**config.mk**
```make
export PLATFORM = sky130hd
export DESIGN_NAME = seg_scan_flat
export DESIGN_NICKNAME = d
export VERILOG_FILES = /design/src/rtl/seg_pkg.sv /design/src/rtl/seg_scan_if.sv /design/src/rtl/seg_decode.sv /design/src/rtl/seg_scan.sv /design/src/flat_wrapper.sv
export SDC_FILE = /design/constraint.sdc
export NUM_CORES = 1
export LEC_CHECK = 0
export ABC_AREA = 1
export ABC_CLOCK_PERIOD_IN_PS = 7900
export CAP_MARGIN = 15
export CORE_MARGIN = 4
export CORE_UTILIZATION = 40
export DETAILED_ROUTE_END_ITERATION = 6
export PLACE_DENSITY_LB_ADDON = 0.05
export SLEW_MARGIN = 20
export SYNTH_ARGS = -nofsm -noshare
export SYNTH_HDL_FRONTEND = slang
export SYNTH_HIERARCHICAL = 1
export SYNTH_SLANG_ARGS = --single-unit
```
**constraint.sdc**
```tcl
create_clock -name clk -period 7.9 [get_ports clk]
set_clock_uncertainty 0.1 [all_clocks]
set_input_delay 1.58 -clock clk [delete_from_list [all_inputs] [get_ports clk]]
set_output_delay 1.58 -clock clk [all_outputs]
set_load 0.02 [all_outputs]
```
**src/rtl/seg_pkg.sv**
```systemverilog
// Shared constants and the glyph table for the 7-segment display paths.
// Segment vectors are {g,f,e,d,c,b,a}, active low (0 = segment lit).
// Codes 0..9 are decimal digits, 10..26 letters/symbols, 27..30 have no glyph, 31 is blank.
package seg_pkg;

  localparam int NDIG   = 4;
  localparam int NGLYPH = 32;

  typedef logic [4:0] glyph_t;
  typedef logic [6:0] seg_t;
  typedef logic [1:0] dig_idx_t;

  localparam glyph_t GLYPH_BLANK = 5'd31;
  localparam seg_t   SEG_OFF     = 7'b1111111;

  // Codes without a drawable glyph are stored as SEG_OFF so they show blank.
  localparam seg_t GLYPH_TAB [NGLYPH] = '{
    7'b1000000,  //  0: 0
    7'b1111001,  //  1: 1
    7'b0100100,  //  2: 2
    7'b0110000,  //  3: 3
    7'b0011001,  //  4: 4
    7'b0010010,  //  5: 5
    7'b0000010,  //  6: 6
    7'b1111000,  //  7: 7
    7'b0000000,  //  8: 8
    7'b0010000,  //  9: 9
    7'b0001000,  // 10: A
    7'b0000011,  // 11: b
    7'b1000110,  // 12: C
    7'b0100001,  // 13: d
    7'b0000110,  // 14: E
    7'b0001110,  // 15: F
    7'b0001001,  // 16: H
    7'b1000111,  // 17: L
    7'b0001100,  // 18: P
    7'b1000001,  // 19: U
    7'b0101011,  // 20: n
    7'b0100011,  // 21: o
    7'b0101111,  // 22: r
    7'b0000111,  // 23: t
    7'b0010001,  // 24: y
    7'b0111111,  // 25: -
    7'b1110111,  // 26: _
    SEG_OFF,     // 27: no glyph
    SEG_OFF,     // 28: no glyph
    SEG_OFF,     // 29: no glyph
    SEG_OFF,     // 30: no glyph
    SEG_OFF      // 31: blank
  };

endpackage

```
**src/rtl/seg_scan_if.sv**
```systemverilog
// Display-side bundle: glyph word and blink mask in, multiplexed pins and frame pulse out.
// Ports: disp_in[19:0] {d3,d2,d1,d0}, blink_mask[3:0], an[3:0] (active low), seg[6:0] (active low), frame_done.
// slave = the scanner, master = whoever supplies the word and consumes the pins.
interface seg_scan_if;

  logic [19:0] disp_in;
  logic [3:0]  blink_mask;
  logic [3:0]  an;
  logic [6:0]  seg;
  logic        frame_done;

  modport master (
    output disp_in,
    output blink_mask,
    input  an,
    input  seg,
    input  frame_done
  );

  modport slave (
    input  disp_in,
    input  blink_mask,
    output an,
    output seg,
    output frame_done
  );

endinterface

```
**src/rtl/seg_decode.sv**
```systemverilog
// Glyph code to active-low segment pattern lookup; purely combinational, zero latency.
// Ports: code[4:0] glyph code in, seg[6:0] {g,f,e,d,c,b,a} out.
// No flow control; output follows input in the same cycle.
module seg_decode
  import seg_pkg::*;
(
  input  glyph_t code,
  output seg_t   seg
);

  assign seg = GLYPH_TAB[code];

endmodule

```
**src/rtl/seg_scan.sv**
```systemverilog
// Scans a 4-digit glyph word onto a common-anode 7-segment display with dead time and blinking.
// Ports: clk, rst_n (async, active low), bus (seg_scan_if.slave: disp_in, blink_mask in; an, seg, frame_done out).
// Pins are registered one cycle behind the scan counters; there is no backpressure, the word is sampled once per frame.
module seg_scan
  import seg_pkg::*;
#(
  parameter int unsigned SCAN_DIV    = 100000,
  parameter int unsigned DEAD_CYCLES = 4,
  parameter int unsigned BLINK_DIV   = 64
)
(
  input  logic      clk,
  input  logic      rst_n,
  seg_scan_if.slave bus
);

  localparam int SW = (SCAN_DIV  > 1) ? $clog2(SCAN_DIV)  : 1;
  localparam int FW = (BLINK_DIV > 1) ? $clog2(BLINK_DIV) : 1;

  localparam logic [SW-1:0] SLOT_LAST  = SW'(SCAN_DIV - 1);
  localparam logic [SW-1:0] DEAD_END   = SW'(DEAD_CYCLES);
  localparam logic [FW-1:0] FRAME_LAST = FW'(BLINK_DIV - 1);

  logic [SW-1:0]         slot_cnt;
  dig_idx_t              idx;
  logic                  blink_ph;
  logic [FW-1:0]         frame_cnt;
  glyph_t [NDIG-1:0]     shadow;

  logic slot_last;
  logic frame_end;
  logic dead;
  logic blanked;
  seg_t glyph;
  logic [3:0] an_nxt;
  seg_t       seg_nxt;

  assign slot_last = (slot_cnt == SLOT_LAST);
  // Digit 0 is the last slot of a frame; its final cycle closes the frame.
  assign frame_end = slot_last && (idx == 2'd0);
  assign dead      = (slot_cnt < DEAD_END);
  assign blanked   = blink_ph && bus.blink_mask[idx];

  seg_decode u_decode (
    .code (shadow[idx]),
    .seg  (glyph)
  );

  always_comb begin
    an_nxt  = 4'b1111;
    seg_nxt = SEG_OFF;
    if (!dead && !blanked) begin
      an_nxt  = ~(4'b0001 << idx);
      seg_nxt = glyph;
    end
  end

  // Scan position: slot counter within a digit, digit index stepping 3 down to 0.
  always_ff @(posedge clk or negedge rst_n) begin
    if (!rst_n) begin
      slot_cnt <= '0;
      idx      <= 2'd3;
    end else if (slot_last) begin
      slot_cnt <= '0;
      idx      <= (idx == 2'd0) ? 2'd3 : idx - 2'd1;
    end else begin
      slot_cnt <= slot_cnt + 1'b1;
    end
  end

  // The word is only captured as the scan re-enters digit 3, so a frame never mixes two words.
  always_ff @(posedge clk or negedge rst_n) begin
    if (!rst_n) begin
      shadow <= {NDIG{GLYPH_BLANK}};
    end else if (frame_end) begin
      shadow <= bus.disp_in;
    end
  end

  // Blink phase flips after every BLINK_DIV completed frames.
  always_ff @(posedge clk or negedge rst_n) begin
    if (!rst_n) begin
      frame_cnt <= '0;
      blink_ph  <= 1'b0;
    end else if (frame_end) begin
      if (frame_cnt == FRAME_LAST) begin
        frame_cnt <= '0;
        blink_ph  <= ~blink_ph;
      end else begin
        frame_cnt <= frame_cnt + 1'b1;
      end
    end
  end

  always_ff @(posedge clk or negedge rst_n) begin
    if (!rst_n) begin
      bus.an         <= 4'b1111;
      bus.seg        <= SEG_OFF;
      bus.frame_done <= 1'b0;
    end else begin
      bus.an         <= an_nxt;
      bus.seg        <= seg_nxt;
      bus.frame_done <= frame_end;
    end
  end

endmodule

```
**src/flat_wrapper.sv**
```systemverilog
// flat-port wrapper written by rule: the top's interface ports become plain ports
module seg_scan_flat import seg_pkg::*;
#(
  parameter int unsigned SCAN_DIV    = 100000,
  parameter int unsigned DEAD_CYCLES = 4,
  parameter int unsigned BLINK_DIV   = 64
)
  (clk, rst_n, bus_disp_in, bus_blink_mask, bus_an, bus_seg, bus_frame_done);
  seg_scan_if bus_i ();
  input  logic clk;
  input  logic rst_n;
  input wire logic [$bits(bus_i.disp_in)-1:0] bus_disp_in;
  input wire logic [$bits(bus_i.blink_mask)-1:0] bus_blink_mask;
  output wire logic [$bits(bus_i.an)-1:0] bus_an;
  output wire logic [$bits(bus_i.seg)-1:0] bus_seg;
  output wire logic [$bits(bus_i.frame_done)-1:0] bus_frame_done;
  assign bus_i.disp_in = bus_disp_in;
  assign bus_i.blink_mask = bus_blink_mask;
  assign bus_an = bus_i.an;
  assign bus_seg = bus_i.seg;
  assign bus_frame_done = bus_i.frame_done;
  seg_scan #(.SCAN_DIV(SCAN_DIV), .DEAD_CYCLES(DEAD_CYCLES), .BLINK_DIV(BLINK_DIV)) u_core (.clk(clk), .rst_n(rst_n), .bus(bus_i));
endmodule
```
# Yosys cells after proc, flatten, opt, wreduce, memory -nomap -nowiden
# Memories as Yosys holds them, arrays and structs flattened.
# Cells that the tools add are included.
[word_totals]
word_cells = 42
out_inout_bits = 12
mem_bits_ro = 224
ram_bits = 0
n_memories = 1
in_bits = 26
latch_bits = 0
regBits = 58
[memory_table]
columns = ["name", "words", "width", "read_ports", "rd_clocked_by_memory_dff", "wr", "line", "source"]
rows = [
  ["(no name shown)", 32, 7, 1, 0, 0, "seg_decode.sv:11", "assign seg = GLYPH_TAB[code];"],
]
[op_classes]
order_cmp = 3
div_mod_pow = 0
n_eq_ne = 2
n_bitwise = 3
n_mul = 0
n_reduce_logical = 7
shifts = 1
n_mux = 11
n_addsub = 3
[op_table]
columns = ["operator", "count"]
rows = [
  ["7-bit 2-to-1 mux", 3],
  ["17-bit by 1-bit adder with 17-bit output (second input constant)", 1],
  ["17-bit == test (second input constant)", 1],
  ["17-bit by 3-bit < comparator with 1-bit output (second input constant)", 1],
  ["17-bit 2-to-1 mux", 1],
  ["5-bit binary-select mux with 2-bit select", 1],
  ["6-bit by 1-bit adder with 6-bit output (second input constant)", 1],
  ["6-bit == test (second input constant)", 1],
  ["6-bit greater-or-equal comparator (second input constant)", 1],
  ["6-bit 2-to-1 mux", 1],
  ["5-bit inverter with 6-bit output", 1],
  ["5-bit 2-to-1 mux", 1],
  ["4-bit 2-to-1 mux", 1],
  ["4-bit inverter", 1],
  ["1-bit by 2-bit left shift with 4-bit output (first input constant)", 1],
  ["1-bit logical AND", 3],
  ["2-bit by 3-bit < comparator with 1-bit output (second input constant)", 1],
  ["1-bit binary-select mux with 2-bit select", 1],
  ["1-bit logical NOT", 2],
  ["2-bit logical NOT", 1],
  ["2-bit 2-to-1 mux", 1],
  ["2-bit AND reduction", 1],
  ["2-bit by 1-bit subtractor with 2-bit output (second input constant)", 1],
  ["1-bit 2-to-1 mux", 1],
  ["1-bit inverter", 1],
]

# Depth between registers and ports, before layout
# Gate-level depths: netlist of the first run.
[depth]
word_depth = 7
ltp_mapped = 13
depth_no_buf = 12

# Modules after synthesis
# The synthesis of the first run kept the hierarchy.
[modules_own_cells]
columns = ["module", "instances", "seq_area_each_um2", "area_each_um2", "cells_each"]
rows = [
  ["seg_scan", 1, 1492.7, 2890.3, 358],
  ["seg_decode", 1, 0.0, 450.4, 81],
]

# Least setup slack after synthesis of the first run
# No wires, ideal clock.
[synth_timing]
kind = "reg-to-reg"
start = "reg u_core.idx[0]"
end = "reg u_core.bus.seg[3]"
setup_time_ns = 0.093
arrival_time_ns = 2.287
path_slack_ns = 5.420
required_time_ns = 7.707
n_path_buf = 1
period_less_slack_ns = 2.480
path_stages_with_launch = 12
path_cell_list = "dfstp_2 clkbuf_1 o21ai_0 o22ai_1 inv_1 ha_1 nand2_1 nand3_1 nand2_1 nand2_1 nand2_1 nand3b_1"
[synth_via]
elab_chain_cells = 7
elab_cells_between_ends = 12
cone_classes = "mux: 7; bitwise: 1; reduce/logical: 3; memory: 1"
[synth_lines]
columns = ["item", "line", "source"]
rows = [
  ["from (decl)", "seg_scan.sv:25", "dig_idx_t idx;"],
  ["from (signal assigned)", "seg_scan.sv:65", "idx <= (idx == 2'd0) ? 2'd3 : idx - 2'd1;"],
  ["5-bit binary-select mux with 2-bit select", "seg_scan.sv:45", ".code (shadow[idx]),"],
  ["5-bit 2-to-1 mux (implied by the code)", "seg_scan.sv:45", ""],
  ["5-bit inverter with 6-bit output (implied by the code)", "seg_decode.sv:11", ""],
  ["memory 32 x 7 bit", "n/a", ""],
  ["7-bit 2-to-1 mux (implied by the code) (2 in series)", "seg_decode.sv:11", ""],
  ["net u_core.glyph[3]", "seg_scan.sv:34", "seg_t glyph;"],
  ["7-bit 2-to-1 mux", "seg_scan.sv:52", "if (!dead && !blanked) begin"],
  ["net u_core.seg_nxt[3]", "seg_scan.sv:36", "seg_t seg_nxt;"],
  ["to (signal assigned)", "seg_scan.sv:102", "bus.seg <= seg_nxt;"],
  ["to (decl)", "seg_scan_if.sv:24", "output seg,"],
]
# The timed path passes the listed nets, and every way through them passes these cells. The select of a mux whose other input is x is not followed.
# A chain may end at the register's enable or synchronous reset.

# Worst setup path in the final report of the first run
[layout_timing]
start = "reg u_core.bus.an[2]"
end = "out bus_an[2]"
[layout_lines]
columns = ["item", "line", "source"]
rows = [
  ["from (decl)", "seg_scan_if.sv:23", "output an,"],
  ["from (signal assigned)", "seg_scan.sv:101", "bus.an <= an_nxt;"],
  ["to (decl)", "flat_wrapper.sv:14", "output wire logic [$bits(bus_i.an)-1:0] bus_an;"],
]
# No word-level cell between the ends.

==> results of run 1 <==
-- cells by family after synthesis --
family | count (synthesis) | share of synthesized area
compound gates | 27 | 0.0446
buf+inv | 55 | 0.0742
fa+ha+maj | 13 | 0.0487
xor+xnor | 11 | 0.0288
simple gates | 275 | 0.357
flops | 58 | 0.447
-- worst max-delay path by stage --
| stage | slack, ns | endpoint | cells after the start | from |
|---|---|---|---|---|
| floorplan | 5.42 | u_core/bus.seg[3] | 11 | u_core/idx[0] |
| global placement | 5.02 | u_core/bus.seg[2] | 5 | bus_blink_mask[0] |
| detailed placement | 5.03 | u_core/bus.an[2] | 5 | bus_blink_mask[0] |
| CTS | 4.75 | bus_an[2] | 1 | u_core/bus.an[2] |
| global route | 4.72 | bus_an[2] | 1 | u_core/bus.an[2] |
| finish | 4.78 | bus_an[2] | 1 | u_core/bus.an[2] |
-- power by group through the flow --
stage | logic, mW | registers (mW) | clock network [mW]
after global routing | 0.0204 | 0.298 | 0.297
after global placement | 0.0189 | 0.303 | 0
after CTS | 0.0190 | 0.298 | 0.283
after floorplan | 0.000349 | 0.303 | 0
final | 0.0182 | 0.298 | 0.270
after detailed placement | 0.0188 | 0.303 | 0
-- synthesized netlist by cell type (all sizes together) --
cell type / n / area (um^2)
inv: 42 / 160
o22ai: 6 / 37.5
nor4: 1 / 6.26
ha: 13 / 163
xor2: 11 / 96.3
nand3: 42 / 215
dfrtp: 25 / 626
nand2: 149 / 572
buf: 8 / 67.6
nor3: 5 / 25.0
or2: 1 / 6.26
o21bai: 1 / 7.51
o21ai: 16 / 80.1
nand4: 6 / 37.5
clkinv: 1 / 5.00
clkbuf: 4 / 15.0
dfstp: 33 / 867
a21oi: 4 / 23.8
nor2: 62 / 263
nand3b: 9 / 67.6
-- routing by layer --
layer  routed length (um)  track usage  vias to the layer above  share of wire
li1                     -            -                     1459              -
met1                 3850        0.240                     1282           0.53
met2                 3170        0.230                       43           0.43
met3                  251       0.0421                        4          0.034
met4                   66       0.0515                        0         0.0090
met5                    0            0                        -              0
-- registers in the layout (all words and copies together), names as in the netlist --
signal                 cells
u_core/idx                 2
u_core/blink_ph            1
u_core/bus.seg             7
u_core/slot_cnt           17
u_core/frame_cnt           6
u_core/shadow             20
u_core/bus.frame_done      1
u_core/bus.an              4
-- cell type report --
cell class	count	share of cell area
Clock buffer	11	0.0356
Clock inverter	5	0.0139
Inverter	43	0.0416
Multi-Input combinational cell	326	0.403
Sequential cell	58	0.376
Tap cell	105	0.0331
Timing Repair Buffer	39	0.0959
-- per-stage QoR --
stage / power, mW / hold WS [ns]
after floorplan: 0.303 / 0.333
after global placement: 0.322 / 0.356
after detailed placement: 0.322 / 0.357
after CTS: 0.599 / 0.369
after global routing: 0.615 / 0.386
final: 0.586 / 0.366
==> results.cfg, run 1 <==
[global_routing]
grt_start_max_net_pins = 59
overflow = 0
grt_pass1_vias = 2689
groute.usage.overall = 0.162
grt_pass1_wl_mm = 13.0
antenna_found_initial = 0

[critical_path]
slowest_delay_ns = 0.59
critPathBufInv = 1
path_max_fanout = 1
r2r-start = u_core/idx[0]
end_kind = output pin
cp_top_family = buffers and inverters
reg2reg_setup_slack_ns = 5.11
cp_slowest_cell = clkdlybuf4s50_1
crit_required_ns = 6.22
cp-start-kind = register
arrival_ns = 1.44
worstSetupPathType = reg -> out
worstPathCellList = clkdlybuf4s50_1
r2r_end = u_core/bus.seg[2]
r2r_cells = 10

[cells_and_area]
mostFrequentLayoutCells = nand2_1 (146), nor2_1 (58), nand3_1 (41)
fill_cells = 843
final_common_cell = nand2_1
regArea_um2 = 1490
design_area_um2 = 3970
antenna_cells = 0
drive_gt1_frac = 0.135
utilization = 0.485
finalNonFillerCells = 587
areaGrowthSynthToFinish_pct = 18.7
multi_input_area_um2 = 1600
layout.nets = 516

[placement]
io_buffers = 37
pre_cts_ws_ns = 5.03
placed_cells = 571
dp_hpwl_mm = 5.40
place.gp.congestion = 0.879
placed_area_um2 = 3770

[timing]
layout_setup_ws_ns = 4.78
tns_ns = 0
min_period_ns = 3.12
min_period_over_period = 0.395
tightest_slew_ns = 1.07
setup_viol = 0
rsz0062_at_grt = false
finalHoldViolations = 0
slew_headroom = 0.284
slew_viol_final = 0
max_freq_mhz = 321

[pwr]
vdd_drop_max_mv = 0.0705
power.density_nw_per_um2 = 148
power_leakage_nw = 1.87
p_sw_uw = 124
clockPowerShare = 0.461
seqPwrFrac = 0.508
p_int_uw = 462
sw_frac_of_total = 0.212
p_comb_frac = 0.031

[synth]
synth_fp_nets = 478
syn_area_um2 = 3340
synth.distinct_cells = 30
yosys_warnings = 6
yosys_register_bits = 58
avgSynthCellArea_um2 = 7.61
synth_cells = 439
synth_seq_area_share = 0.447

[routing]
drt_iter0_drc = 121
vias = 2788
drtPass1Iterations = 4
drt_wl_total_mm = 7.34
drc = 0
via_per_inst = 4.75
wire_per_inst_um = 12.5
detail-route-antenna-nets = 0

[floorplanning]
core_um2 = 8180
io_pins = 38
start_util = 0.409
fp-row-count = 33
die_h_um = 99.4
fp.dieW_um = 99.4
dieArea_um2 = 9880

[hold_path]
holdPathStages = 1
min_from = u_core/slot_cnt[0]
hold_end = u_core/slot_cnt[0]
min_path_type = reg -> reg

[clocking]
clk_pin_slew_ns = 0.07
clk_latency_ns = 0.33
htreeDepth = 3
tritoncts = yes
clockRootBuffer = clkbuf_8
cts_buffer_depth = 2
numCtsBuffers = 9
hold_buffers = 0
cts.sinks = 58
cts_setup_buffers = 0
post_cts_resize_count = 0

[job]
max_cap_viol_count = 0

[run_status]
outcome = complete, no violations
No activity file was read; power rests on OpenSTA's default activity.
==> inputs of run 2 (changes only) <==
Settings changed: ABC_CLOCK_PERIOD_IN_PS 7900 to 2800.
Clock period 7.9 ns to 2.8 ns, I/O delays scaled along.
==> run 2 against run 1 <==
Utilization up 0.66 points. Die area is the same. Worst hold slack lost 0.19 ns. Critical endpoint is now u_core/bus.seg[2].
==> results.cfg, run 2 (synthesized netlist as in run 1, its figures left out) <==
[clocking]
clk_latency_ns = 0.33
hold_buffers = 0
numCtsBuffers = 9
tritoncts = yes
post_cts_resize_count = 0
clockRootBuffer = clkbuf_8
cts.sinks = 58
htreeDepth = 3
clk_pin_slew_ns = 0.07
cts_setup_buffers = 0
cts_buffer_depth = 2

[timing]
setup_viol = 0
max_freq_mhz = 413
slew_headroom = 0.520
tns_ns = 0
min_period_over_period = 0.865
finalHoldViolations = 0
tightest_slew_ns = 0.720
min_period_ns = 2.42
slew_viol_final = 0
rsz0062_at_grt = false

[global_routing]
grt_start_max_net_pins = 34
grt_pass1_vias = 2681
antenna_found_initial = 0
groute.usage.overall = 0.162
grt_pass1_wl_mm = 13.0
overflow = 0

[routing]
wire_per_inst_um = 12.8
drt_iter0_drc = 169
drtPass1Iterations = 4
via_per_inst = 4.88
drc = 0
vias = 2891
detail-route-antenna-nets = 0
drt_wl_total_mm = 7.57

[critical_path]
path_max_fanout = 16
reg2reg_setup_slack_ns = 0.38
r2r-start = u_core/idx[0]
crit_start = u_core/idx[0]
end_kind = register
arrival_ns = 2.57
cp-start-kind = register
crit_required_ns = 2.95
worstSetupPathType = reg -> reg

[cells_and_area]
top_regs = u_core/shadow (20), u_core/slot_cnt (17), u_core/bus.seg (7)
areaGrowthSynthToFinish_pct = 20.3
largest_register_ffs = 20
finalNonFillerCells = 593
drive_gt1_frac = 0.145
mostFrequentLayoutCells = nand2_1 (146), nor2_1 (58), nand3_1 (41)
final_common_cell = nand2_1
largest_register = u_core/shadow
layout.nets = 522
antenna_cells = 0

[placement]
dp_hpwl_mm = 5.71
placed_cells = 577
place.gp.congestion = 0.879
io_buffers = 37

[floorplanning]
start_util = 0.409
fp.dieW_um = 99.4
core_um2 = 8180
fp-row-count = 33
dieArea_um2 = 9880
die_h_um = 99.4
io_pins = 38

[pwr]
vdd_drop_max_mv = 0.223
power.density_nw_per_um2 = 420
power_leakage_nw = 1.90

[job]
max_cap_viol_count = 0

[hold_path]
min_path_type = in -> async

[run_status]
outcome = complete, no violations
-- run 2: worst paths after layout --
path | end | depth (start not counted)
setup reg to reg | u_core/bus.seg[2] | 11
max in group asynchronous | u_core/bus.seg[6] | 2
setup / recovery | u_core/bus.seg[2] | 11
hold reg to reg | u_core/slot_cnt[0] | 1
min in group clk | u_core/slot_cnt[0] | 1
hold / removal | u_core/slot_cnt[4] | 1
-- run 2: metal layers --
metal  track usage  vias to the layer above  wire (um)
met1         0.235                     1354       3920
met5             0                        -          0
met4        0.0483                        0        103
met2         0.239                       58       3240
li1              -                     1471          -
met3        0.0393                        8        307
-- run 2: area by class of cell --
type	instances	area, um^2
well taps	105	131
flip-flops and latches	58	1490
inverters	43	165
clock buffers	12	155
clock inverters	4	50.0
multi-input cells	326	1600
fillers	826	4160
repair buffers	45	425
-- run 2: metrics by stage --
step	cell area (um^2)	worst slack, ns	hold WS [ns]	util	power, mW
final	4020	0.377	0.179	0.492	1.69
after global placement	3810	0.475	0.352	0.467	0.910
after global routing	4020	0.200	0.226	0.492	1.75
after detailed placement	3810	0.403	0.357	0.467	0.910
after CTS	4020	0.400	0.207	0.492	1.71
after floorplan	3340	0.320	0.164	-	0.855
-- run 2: critical path: stages, from the launching register on --
cell and delay, ns:
dfstp_2 0.67, inv_1 0.26, o21ai_0 0.22, o22ai_1 0.09, buf_4 0.17, inv_1 0.12
ha_1 0.28, nand2_1 0.10, a21oi_2 0.05, nor2_1 0.09, nor2_1 0.04, nand3b_1 0.15
-- run 2: power breakdown --
| part | total, mW | leakage [nW] | switching, mW | internal (mW) |
|---|---|---|---|---|
| Combinational | 0.0537 | 1.12 | 0.0219 | 0.0318 |
| Sequential | 0.840 | 0.681 | 0 | 0.840 |
| Clock | 0.794 | 0.0986 | 0.336 | 0.458 |
| Total | 1.69 | 1.90 | 0.358 | 1.33 |
==> inputs of run 3 (changes only) <==
Settings changed: CORE_MARGIN 4 to 5, SKIP_LAST_GASP set to 1.
==> run 3 against run 2 <==
Register-to-register slack worse by 0.06 ns. Sequential power is essentially flat. Sequential share of layout area fell by 0.058 points. Largest cell class unchanged. Final cell count is 0.17% higher. Global-route usage is 0.50 points higher. Clock power rose by 0.6%. First-iteration DRC count down 28%. Combinational power increased by 4.8%. Routed wire length grew 3.9%.
==> results.cfg, run 3 (synthesized netlist as in run 1, its figures left out) <==
[floorplanning]
die_h_um = 101
dieArea_um2 = 10300
fp.dieW_um = 101
start_util = 0.409
io_pins = 38
fp-row-count = 33
core_um2 = 8180

[critical_path]
end_kind = register
path_max_fanout = 16
slowest_delay_ns = 0.79
cp_slowest_cell = o22ai_1
crit_required_ns = 2.96
worstSetupPathType = reg -> reg
arrival_ns = 2.65
worstPathCellList = inv_1 > o21ai_0 > o22ai_1 > nand2_1 > inv_1 > nand3_1 > nand3_1 > nand3b_1
cp-start-kind = register

[global_routing]
grt_pass1_vias = 2826
grt_pass1_wl_mm = 13.6
grt_start_max_net_pins = 23
overflow = 0
groute.usage.overall = 0.167
antenna_found_initial = 0

[routing]
drt_wl_total_mm = 7.87
drt_iter0_drc = 121
detail-route-antenna-nets = 0
drtPass1Iterations = 5
vias = 2838
drc = 0
via_per_inst = 4.78
wire_per_inst_um = 13.2

[placement]
io_buffers = 37
dp_hpwl_mm = 5.92
place.gp.congestion = 0.941

[pwr]
clockPowerShare = 0.471
power_leakage_nw = 1.91
p_comb_frac = 0.033
p_sw_uw = 367
vdd_drop_max_mv = 0.209
p_int_mw = 1.33
sw_frac_of_total = 0.216
seqPwrFrac = 0.496
totalPowerFinal_mw = 1.70
power.density_nw_per_um2 = 421

[timing]
slew_headroom = 0.318
max_freq_mhz = 402
min_period_ns = 2.49
min_period_over_period = 0.888
slew_viol_final = 0
finalHoldViolations = 0
rsz0062_at_grt = false
tns_ns = 0
setup_viol = 0
tightest_slew_ns = 1.02

[clocking]
cts.sinks = 58
hold_buffers = 0
post_cts_resize_count = 0
htreeDepth = 3
clk_pin_slew_ns = 0.07
clockRootBuffer = clkbuf_8
cts_setup_buffers = 0
clk_latency_ns = 0.33
numCtsBuffers = 9
tritoncts = yes
cts_buffer_depth = 2

[cells_and_area]
largest_register_ffs = 20
drive_gt1_frac = 0.149
largest_register = u_core/shadow
mostFrequentLayoutCells = nand2_1 (146), nor2_1 (58), nand3_1 (41)
layout.nets = 523
areaGrowthSynthToFinish_pct = 20.5
antenna_cells = 0
fill_cells = 812
top_regs = u_core/shadow (20), u_core/slot_cnt (17), u_core/bus.seg (7)
final_common_cell = nand2_1
multi_input_area_um2 = 1600
regArea_um2 = 1490

[job]
max_cap_viol_count = 0

[hold_path]
min_path_type = in -> async

[run_status]
outcome = complete, no violations
[run 3: power by group through the flow]
| stage | clock (mW) | combinational (mW) | sequential, mW |
|---|---|---|---|
| 5_1_grt | 0.862 | 0.0628 | 0.840 |
| 3_5_place_dp | 0 | 0.0583 | 0.854 |
| 4_1_cts | 0.826 | 0.0585 | 0.840 |
| 3_3_place_gp | 0 | 0.0583 | 0.854 |
| 6_report | 0.799 | 0.0563 | 0.840 |
| 2_1_floorplan | 0 | 0.000984 | 0.854 |
[run 3: final timing paths]
kind / depth (start not counted) / slack, ns / to / from
min in group clk: 2 / 0.37 / u_core/shadow[4] / u_core/shadow[4]
setup / recovery: 8 / 0.31 / u_core/bus.seg[6] / u_core/idx[0]
max in group asynchronous: 3 / 1.86 / u_core/slot_cnt[13] / rst_n
hold / removal: 1 / 0.06 / u_core/slot_cnt[0] / rst_n
hold reg to reg: 2 / 0.37 / u_core/shadow[4] / u_core/shadow[4]
setup reg to reg: 8 / 0.31 / u_core/bus.seg[6] / u_core/idx[0]
[run 3: stage by stage]
stage          instances   util  hold slack [ns]  setup WS (ns)  instance area, um^2
2_1_floorplan        439      -            0.164          0.320                 3340
3_3_place_gp         578  0.468            0.356          0.404                 3820
3_5_place_dp         578  0.468            0.357          0.317                 3820
4_1_cts              594  0.493           0.0608          0.308                 4030
5_1_grt              594  0.493           0.0873        0.00703                 4030
6_report             594  0.493           0.0613          0.313                 4030
[run 3: cell type report]
class | instances | area share
Clock buffer | 11 | 0.0376
Clock inverter | 5 | 0.0131
Inverter | 43 | 0.0410
Multi-Input combinational cell | 326 | 0.397
Sequential cell | 58 | 0.371
Tap cell | 105 | 0.0326
Timing Repair Buffer | 46 | 0.108
[run 3: per-layer routing]
layer	track usage	routed length, um	vias to the layer above
met5	0	0	-
met4	0.0665	144	0
met3	0.0289	311	12
met2	0.240	3280	58
met1	0.247	4130	1298
li1	-	-	1470
[run 3: worst max-delay path: cells and delay by family, from the launching register on]
family | cells | cell delay, ns
AO/OA/AOI/OAI | 2 | 0.93
AND/OR/NAND/NOR | 4 | 0.45
buffers and inverters | 2 | 0.50
flip-flops | 1 | 0.44
